## config.mk

```make
export PLATFORM = sky130hd
export DESIGN_NAME = clock_set_ctrl_flat
export DESIGN_NICKNAME = d
export VERILOG_FILES = /design/src/rtl/clock_set_ctrl_if.sv /design/src/rtl/clock_set_ctrl.sv /design/src/flat_wrapper.sv
export SDC_FILE = /design/constraint.sdc
export NUM_CORES = 1
export LEC_CHECK = 0
export ABC_AREA = 1
export CAP_MARGIN = 20
export CELL_PAD_IN_SITES_DETAIL_PLACEMENT = 1
export CELL_PAD_IN_SITES_GLOBAL_PLACEMENT = 1
export CORE_ASPECT_RATIO = 1.1
export CORE_MARGIN = 3
export CORE_UTILIZATION = 44
export DETAILED_ROUTE_END_ITERATION = 16
export PLACE_DENSITY_LB_ADDON = 0.1
export SYNTH_ARGS = -nofsm -noshare
export SYNTH_HDL_FRONTEND = slang
export SYNTH_SLANG_ARGS = --single-unit
```

## constraint.sdc

```tcl
create_clock -name clock -period 3.5 [get_ports clock]
set_input_delay 0.7 -clock clock [delete_from_list [all_inputs] [get_ports clock]]
set_output_delay 0.7 -clock clock [all_outputs]
set_load 0.02 [all_outputs]
```

## src/rtl/clock_set_ctrl_if.sv

```systemverilog
// Front-panel bundle between the key/tick source and the clock-set controller.
// master = panel side (keys, tick); slave = controller side (status, strobes, display enables).
interface clock_set_ctrl_if;
  logic       tick_10ms;
  logic       mode_key;
  logic       add_key;
  logic [2:0] status;
  logic       inc_hour;
  logic       inc_minute;
  logic       inc_month;
  logic       inc_day;
  logic       run_enable;
  logic       sec_clear;
  logic [3:0] digit_enable;

  modport master (
    output tick_10ms, mode_key, add_key,
    input  status, inc_hour, inc_minute, inc_month, inc_day,
           run_enable, sec_clear, digit_enable
  );

  modport slave (
    input  tick_10ms, mode_key, add_key,
    output status, inc_hour, inc_minute, inc_month, inc_day,
           run_enable, sec_clear, digit_enable
  );
endinterface

```

## src/rtl/clock_set_ctrl.sv

```systemverilog
// Time-setting sequencer: MODE walks the set states, ADD strobes the selected field
// with auto-repeat, idle timeout returns to time display, blinking field mask.
module clock_set_ctrl #(
  parameter int REPEAT_DELAY = 50,
  parameter int REPEAT_RATE  = 10,
  parameter int TIMEOUT      = 1000,
  parameter int BLINK_HALF   = 25
) (
  input logic             clock,
  input logic             reset,
  clock_set_ctrl_if.slave bus
);
  localparam int REP_W = $clog2(REPEAT_DELAY + 1);
  localparam int TO_W  = $clog2(TIMEOUT + 1);
  localparam int BL_W  = $clog2(BLINK_HALF + 1);

  localparam logic [2:0] ST_TIME = 3'd0;
  localparam logic [2:0] ST_HOUR = 3'd1;
  localparam logic [2:0] ST_MIN  = 3'd2;
  localparam logic [2:0] ST_MON  = 3'd3;
  localparam logic [2:0] ST_DAY  = 3'd4;

  logic [2:0]      status_q, status_d;
  logic            mode_q, mode_prev_q, add_q, add_prev_q;
  logic [TO_W-1:0] to_cnt_q, to_cnt_d;
  logic [REP_W-1:0] rep_cnt_q, rep_cnt_d;
  logic [BL_W-1:0] blink_cnt_q, blink_cnt_d;
  logic            blink_on_q, blink_on_d;
  logic            edited_q, edited_d;
  logic            add_armed_q, add_armed_d;
  logic [3:0]      inc_q, inc_d;
  logic            run_en_q, run_en_d;
  logic            sec_clear_q, sec_clear_d;
  logic [3:0]      digit_en_q, digit_en_d;

  logic mode_edge_s, add_edge_s, in_set_s, expire_s, state_change_s, strobe_s, enter_time_s;

  function automatic logic [3:0] field_mask(input logic [2:0] st);
    case (st)
      ST_HOUR, ST_MON: field_mask = 4'b1100;
      ST_MIN, ST_DAY:  field_mask = 4'b0011;
      default:         field_mask = 4'b1111;
    endcase
  endfunction

  assign mode_edge_s    = mode_q & ~mode_prev_q;
  assign add_edge_s     = add_q & ~add_prev_q;
  assign in_set_s       = (status_q != ST_TIME);
  assign state_change_s = mode_edge_s | expire_s;
  assign enter_time_s   = state_change_s & (status_d == ST_TIME);

  // State register, including key history and all registered outputs.
  always_ff @(posedge clock) begin
    if (!reset) begin
      status_q    <= ST_TIME;
      mode_q      <= 1'b0;
      mode_prev_q <= 1'b0;
      add_q       <= 1'b0;
      add_prev_q  <= 1'b0;
      to_cnt_q    <= '0;
      rep_cnt_q   <= '0;
      blink_cnt_q <= '0;
      blink_on_q  <= 1'b1;
      edited_q    <= 1'b0;
      add_armed_q <= 1'b0;
      inc_q       <= 4'b0000;
      run_en_q    <= 1'b1;
      sec_clear_q <= 1'b0;
      digit_en_q  <= 4'b1111;
    end else begin
      status_q    <= status_d;
      mode_q      <= bus.mode_key;
      mode_prev_q <= mode_q;
      add_q       <= bus.add_key;
      add_prev_q  <= add_q;
      to_cnt_q    <= to_cnt_d;
      rep_cnt_q   <= rep_cnt_d;
      blink_cnt_q <= blink_cnt_d;
      blink_on_q  <= blink_on_d;
      edited_q    <= edited_d;
      add_armed_q <= add_armed_d;
      inc_q       <= inc_d;
      run_en_q    <= run_en_d;
      sec_clear_q <= sec_clear_d;
      digit_en_q  <= digit_en_d;
    end
  end

  // Next status and idle timeout; a MODE edge takes priority over expiry.
  always_comb begin
    status_d = status_q;
    to_cnt_d = to_cnt_q;
    expire_s = 1'b0;
    if (in_set_s && bus.tick_10ms && !mode_q && !add_q && (to_cnt_q == TO_W'(TIMEOUT - 1))) begin
      expire_s = 1'b1;
    end else begin
      expire_s = 1'b0;
    end
    if (mode_edge_s) begin
      case (status_q)
        ST_TIME: status_d = ST_HOUR;
        ST_HOUR: status_d = ST_MIN;
        ST_MIN:  status_d = ST_MON;
        ST_MON:  status_d = ST_DAY;
        ST_DAY:  status_d = ST_TIME;
        default: status_d = ST_TIME;
      endcase
    end else if (expire_s) begin
      status_d = ST_TIME;
    end else begin
      status_d = status_q;
    end
    if (state_change_s || !in_set_s || mode_q || add_q) begin
      to_cnt_d = '0;
    end else if (bus.tick_10ms && (to_cnt_q != TO_W'(TIMEOUT))) begin
      to_cnt_d = to_cnt_q + TO_W'(1);
    end else begin
      to_cnt_d = to_cnt_q;
    end
  end

  // Strobes with auto-repeat, run control and blink-masked digit enables.
  always_comb begin
    rep_cnt_d   = rep_cnt_q;
    add_armed_d = add_armed_q;
    strobe_s    = 1'b0;
    inc_d       = 4'b0000;
    edited_d    = edited_q;
    run_en_d    = run_en_q;
    sec_clear_d = 1'b0;
    blink_cnt_d = blink_cnt_q;
    blink_on_d  = blink_on_q;
    digit_en_d  = 4'b1111;

    // A MODE change disarms ADD so a held key never repeats into the next field.
    if (!add_q || state_change_s) begin
      rep_cnt_d   = '0;
      add_armed_d = 1'b0;
    end else if (add_edge_s && in_set_s) begin
      strobe_s    = 1'b1;
      add_armed_d = 1'b1;
      rep_cnt_d   = '0;
    end else if (add_armed_q && bus.tick_10ms) begin
      if (rep_cnt_q == REP_W'(REPEAT_DELAY - 1)) begin
        strobe_s  = 1'b1;
        rep_cnt_d = REP_W'(REPEAT_DELAY - REPEAT_RATE);
      end else begin
        rep_cnt_d = rep_cnt_q + REP_W'(1);
      end
    end else begin
      rep_cnt_d = rep_cnt_q;
    end

    if (strobe_s) begin
      case (status_q)
        ST_HOUR: inc_d = 4'b0001;
        ST_MIN:  inc_d = 4'b0010;
        ST_MON:  inc_d = 4'b0100;
        ST_DAY:  inc_d = 4'b1000;
        default: inc_d = 4'b0000;
      endcase
    end else begin
      inc_d = 4'b0000;
    end

    if (enter_time_s) begin
      sec_clear_d = edited_q;
      run_en_d    = 1'b1;
      edited_d    = 1'b0;
    end else if (strobe_s) begin
      run_en_d = 1'b0;
      edited_d = 1'b1;
    end else begin
      run_en_d = run_en_q;
      edited_d = edited_q;
    end

    if (state_change_s || strobe_s || !in_set_s) begin
      blink_cnt_d = '0;
      blink_on_d  = 1'b1;
    end else if (bus.tick_10ms) begin
      if (blink_cnt_q == BL_W'(BLINK_HALF - 1)) begin
        blink_cnt_d = '0;
        blink_on_d  = ~blink_on_q;
      end else begin
        blink_cnt_d = blink_cnt_q + BL_W'(1);
      end
    end else begin
      blink_cnt_d = blink_cnt_q;
    end

    if (status_d == ST_TIME) begin
      digit_en_d = 4'b1111;
    end else if (blink_on_d || add_q) begin
      digit_en_d = field_mask(status_d);
    end else begin
      digit_en_d = 4'b0000;
    end
  end

  assign bus.status       = status_q;
  assign bus.inc_hour     = inc_q[0];
  assign bus.inc_minute   = inc_q[1];
  assign bus.inc_month    = inc_q[2];
  assign bus.inc_day      = inc_q[3];
  assign bus.run_enable   = run_en_q;
  assign bus.sec_clear    = sec_clear_q;
  assign bus.digit_enable = digit_en_q;
endmodule
```

## src/flat_wrapper.sv

```systemverilog
// flat-port wrapper written by rule: the top's interface ports become plain ports
module clock_set_ctrl_flat 
#(
  parameter int REPEAT_DELAY = 50,
  parameter int REPEAT_RATE  = 10,
  parameter int TIMEOUT      = 1000,
  parameter int BLINK_HALF   = 25
)
  (clock, reset, bus_tick_10ms, bus_mode_key, bus_add_key, bus_status, bus_inc_hour, bus_inc_minute, bus_inc_month, bus_inc_day, bus_run_enable, bus_sec_clear, bus_digit_enable);
  clock_set_ctrl_if bus_i ();
  input logic clock;
  input logic reset;
  input wire logic [$bits(bus_i.tick_10ms)-1:0] bus_tick_10ms;
  input wire logic [$bits(bus_i.mode_key)-1:0] bus_mode_key;
  input wire logic [$bits(bus_i.add_key)-1:0] bus_add_key;
  output wire logic [$bits(bus_i.status)-1:0] bus_status;
  output wire logic [$bits(bus_i.inc_hour)-1:0] bus_inc_hour;
  output wire logic [$bits(bus_i.inc_minute)-1:0] bus_inc_minute;
  output wire logic [$bits(bus_i.inc_month)-1:0] bus_inc_month;
  output wire logic [$bits(bus_i.inc_day)-1:0] bus_inc_day;
  output wire logic [$bits(bus_i.run_enable)-1:0] bus_run_enable;
  output wire logic [$bits(bus_i.sec_clear)-1:0] bus_sec_clear;
  output wire logic [$bits(bus_i.digit_enable)-1:0] bus_digit_enable;
  assign bus_i.tick_10ms = bus_tick_10ms;
  assign bus_i.mode_key = bus_mode_key;
  assign bus_i.add_key = bus_add_key;
  assign bus_status = bus_i.status;
  assign bus_inc_hour = bus_i.inc_hour;
  assign bus_inc_minute = bus_i.inc_minute;
  assign bus_inc_month = bus_i.inc_month;
  assign bus_inc_day = bus_i.inc_day;
  assign bus_run_enable = bus_i.run_enable;
  assign bus_sec_clear = bus_i.sec_clear;
  assign bus_digit_enable = bus_i.digit_enable;
  clock_set_ctrl #(.REPEAT_DELAY(REPEAT_DELAY), .REPEAT_RATE(REPEAT_RATE), .TIMEOUT(TIMEOUT), .BLINK_HALF(BLINK_HALF)) u_core (.clock(clock), .reset(reset), .bus(bus_i));
endmodule
```

# After elaboration in Yosys (flattened, before gate mapping)
# Cells that the tools add are included.
# totals
register_bits,41
latch_bits,0
mem_bits_rw,0
mem_bits_ro,0
input_bits,5
output_inout_bits,13
memories,0
# classes
addsub,3
mul,0
div_mod_pow,0
magnitude_cmp,0
eq_ne,12
shift,0
n_mux,16
n_bitwise,8
n_reduce_logical,30
# op_table
cell,count
$pmux W4 S4,1
$reduce_or A2 Y1,7
$eq A3 B2 Y1 const B,4
$pmux W3 S4,1
$add A10 B1 Y10 const B,1
$eq A10 B10 Y1 const B,1
$ne A10 B10 Y1 const B,1
$mux W1,8
$pmux W4 S2,1
$logic_and A1 B1 Y1,7
$logic_or A1 B1 Y1,7
$add A6 B1 Y6 const B,1
$eq A3 B1 Y1 const B,2
$eq A3 B3 Y1 const B,2
$eq A6 B6 Y1 const B,1
$logic_not A3 Y1,2
$mux W3,2
$mux W6,1
$add A5 B1 Y5 const B,1
$eq A5 B5 Y1 const B,1
$mux W5,1
$mux W4,1
$not A1 Y1,4
$reduce_and A2 Y1,2
other kinds (5),9

# Logic depth before layout (Yosys ltp)
# depth
depth_word,14
depth_mapped,14
depth_no_buf,14

# Least setup slack after synthesis
# No wires, ideal clock.
# synth_path
path_type,in2reg
startpoint,in bus_tick_10ms
endpoint,"reg u_core.digit_en_q[2], in the netlist u_core.bus.digit_enable[2]"
arrival_time_ns,1.679
setup_slack_ns,1.704
stages,14
n_path_buf,1
path_cell_list,buf_4 -> inv_4 -> nor2_1 -> nand2_1 -> nor2_2 -> nand2_4 -> nand2_4 -> nand2_1 -> nand2_1 -> nand2_1 -> nand2_1 -> nand2_1 -> nand2_1 -> nand2_1
# synth_between
elab_chain_len,13
# synth_lines
item,line_no,text
"start, declared",flat_wrapper.sv:13,input wire logic [$bits(bus_i.tick_10ms)-1:0] bus_tick_10ms;
branches (longest 13 deep; another with $pmux W4 S2),--,
"end signal, assigned",clock_set_ctrl.sv:85,digit_en_q <= digit_en_d;
"end, declared",clock_set_ctrl.sv:34,"logic [3:0] digit_en_q, digit_en_d;"
# Parallel ways; which one is timed is not known.
# A chain may end at the register's enable or synchronous reset.

# Worst setup path after layout
# Same ends and word-level chain as after synthesis.

==> metrics.md <==
| Metric | Value |
|---|---|
| Chip height | around 73 um |
| Clock Latency Late Sink | approximately 290 ps |
| Total track usage | 0.192 |
| CP Max Fanout | 8 |
| Clk_skew | roughly 4.4 ps |
| Port Buffers | 17 |
| Tmin final | around 2200 ps |
| Final-report hold violation count | 0 |
| First-pass GRT wire length | approximately 7.3 mm |
| Setup Viol. Count Final | 0 |
| Combinational power share | 0.061 |
| Htree depth | 2 |
| Via density | around 5 |
| Clk root buf | clkbuf_8 |
| Crit path kind | input port to flop |
| Slew headroom | 0.767 |
| Initial antenna violation count | 0 |
| Yosys reg bits | 39 |
| Layout area overhead | 17.8% |
| Number of global-route vias before repair | about 1700 |
| CTS resizes | 0 |
| Pin count of the biggest net entering global routing | 13 |
| Leakage power | a little under 0.9 nW |
| CP endpoint kind | flop |
| Max Freq | between 0.4 and 0.5 GHz |
| Tcrit/Tclk final | 0.642 |
| N_diodes | 0 |
| Die ar. | between 4000 and 5000 sq um |
| Crit path required time | 3680 ps |
| Synth Area per Inst | 7.43 sq um |
| Worst Max-Slew Pin Slew | ~350 ps |
| Clock network power share | 0.434 |
| Number of detailed-route iterations in the first pass | 4 |
| Cells after synthesis | between 200 and 250 |
| Most frequent cells in the layout | 58 x nand2_1, 39 x dfxtp_1, 32 x inv_1 |
| Number of max-cap violations | 0 |
| Clock Pin Slew Worst Setup and Hold Paths | ~70 ps |
| Switching share of power | 0.222 |
| Design Power | ~0.90 mW |
| Worst hold path type | flop to flop |
| Starting Density | 0.479 |
| NetSw | ~0.20 mW |
| Seq/Total Area, Yosys | 0.429 |
| Net count after synthesis | about 260 |
| CTS buffer count | 5 |
| Dpl hpwl | 3.08 mm |
| DR WL/cell | around 13 um |
| Post-CTS Setup Inserts | 0 |
| Fill count | 511 |
| Final ANT Viol Nets | 0 |
| Detailed-route DRC error count | 0 |
| Setup TNS | 0 ps |
| Syn Std Cell Area | between 1500 and 2000 sq um |
| Yosys cell types | 32 |
| Power share of the sequential group | 0.505 |
| CTS Hold Bufs | 0 |
| Gr ovfl total | 0 |
| Commonest non-fill, non-tap cell in the layout | nand2_1 |
| Vias | around 1600 |
| Clk sink count | 39 |
| Deepest clock path buffer count | 2 |
| WL final | 4.07 mm |
| # rows | 23 |
| Power density cells | approximately 420 nW/um^2 |
| Placer Congestion | between 0.7 and 0.8 |
| IO Pins | 18 |
| Synth warn | 0 |
| WP data arrival | between 2000 and 2500 ps |
| Max VDD drop | around 0.00027 V |
| Crit path launch type | input port |
| Die width | 67.3 um |
| Core area | around 3800 sq um |
| Nets | between 200 and 300 |
| Internal power | 0.699 mW |
| Layout cells sized above 1 | 0.0977 |
| RSZ-0062 raised after global routing | no |
| Pins Over Slew Limit | 0 |
| CTS tree | yes |
| First DRT Iteration DRCs | 29 |
| Status | finished clean |
==> worst max-delay path, cell delays in order <==
cell and delay (ps):
clkdlybuf4s50_1 670, inv_4 80, nor2_1 100, nand2_1 70, nor2_2 140, nand2_4 90
nand2_4 80, nand2_1 60, nand2_1 140, nand2_1 70, nand2_1 70, nand2_1 50
nand2_1 50, nand2_1 50
==> sequential cells by signal, indices dropped and copies added, names as in the netlist <==
name	flops
u_core.mode_prev_q	1
u_core.bus.status	3
u_core.add_prev_q	1
u_core.bus.sec_clear	1
u_core.rep_cnt_q	6
u_core.mode_q	1
u_core.blink_cnt_q	5
u_core.to_cnt_q	10
u_core.edited_q	1
u_core.blink_on_q	1
u_core.inc_q	4
u_core.add_armed_q	1
u_core.bus.digit_enable	2
u_core.bus.run_enable	1
u_core.add_q	1
==> worst paths after layout <==
path,slack [ps],endpoint,startpoint,depth (start not counted)
max reg2reg,1700,u_core.bus.digit_enable[2],u_core.to_cnt_q[0],14
min,440,u_core.mode_prev_q,u_core.mode_q,2
min reg2reg,440,u_core.mode_prev_q,u_core.mode_q,2
max,1250,u_core.bus.digit_enable[2],bus_tick_10ms,14
==> cell families after synthesis <==
| kind of cell | share of synthesized area |
|---|---|
| XOR/XNOR | 0.0433 |
| AO/OA/AOI/OAI | 0.0681 |
| AND/OR/NAND/NOR | 0.330 |
| buffers and inverters | 0.0880 |
| flip-flops | 0.429 |
| adder cells (fa/ha/maj) | 0.0413 |
==> cell usage after synthesis, drive strengths merged <==
| library cell | instances | area [sq um] |
|---|---|---|
| nand2 | 63 | 259 |
| dfxtp | 39 | 781 |
| inv | 35 | 134 |
| nor2 | 30 | 128 |
| a21oi | 15 | 78.8 |
| nand3 | 14 | 75.1 |
| nor3 | 14 | 75.1 |
| xor2 | 7 | 61.3 |
| ha | 6 | 75.1 |
| o21ai | 4 | 20.0 |
| buf | 3 | 22.5 |
| or2 | 3 | 18.8 |
| nand4 | 2 | 12.5 |
| xnor2 | 2 | 17.5 |
| a211oi | 1 | 7.51 |
| and3 | 1 | 6.26 |
| clkbuf | 1 | 3.75 |
| nand3b | 1 | 7.51 |
| nor3b | 1 | 12.5 |
| nor4 | 1 | 6.26 |
| o2111ai | 1 | 8.76 |
| o32ai | 1 | 8.76 |
==> area by class of cell <==
type                            instances  area [sq um]  area share
Multi-Input combinational cell        167           878       0.410
Clock inverter                          2          35.0      0.0163
Inverter                               35           134      0.0625
Clock buffer                            6          82.6      0.0385
Tap cell                               50          62.6      0.0292
Sequential cell                        39           781       0.364
Timing Repair Buffer                   17           170      0.0794
==> routing by layer <==
layer | global-route usage | vias up | share of wire
li1 | - | 813 | -
met4 | 0.0653 | 0 | 0.014
met2 | 0.337 | 16 | 0.49
met3 | 0.0489 | 6 | 0.022
met1 | 0.223 | 735 | 0.47
met5 | 0 | - | 0
==> power groups by stage <==
stage,Combinational (mW),Sequential (mW),Clock [mW]
finish,0.0550,0.453,0.389
detailed placement,0.0554,0.464,0
floorplan,0.0358,0.466,0
global placement,0.0544,0.464,0
global route,0.0627,0.455,0.424
CTS,0.0558,0.454,0.399
==> stage by stage <==
step | cell area, sq um | cells | hold WS, ps | utilization | setup WS, ps
floorplan | 1820 | 245 | 421 | - | 1700
global placement | 2030 | 308 | 433 | 0.533 | 1010
detailed placement | 2030 | 308 | 441 | 0.533 | 951
CTS | 2140 | 316 | 453 | 0.564 | 1250
global route | 2140 | 316 | 483 | 0.564 | 1020
finish | 2140 | 316 | 445 | 0.564 | 1250
(Power assumes the default switching activity.)
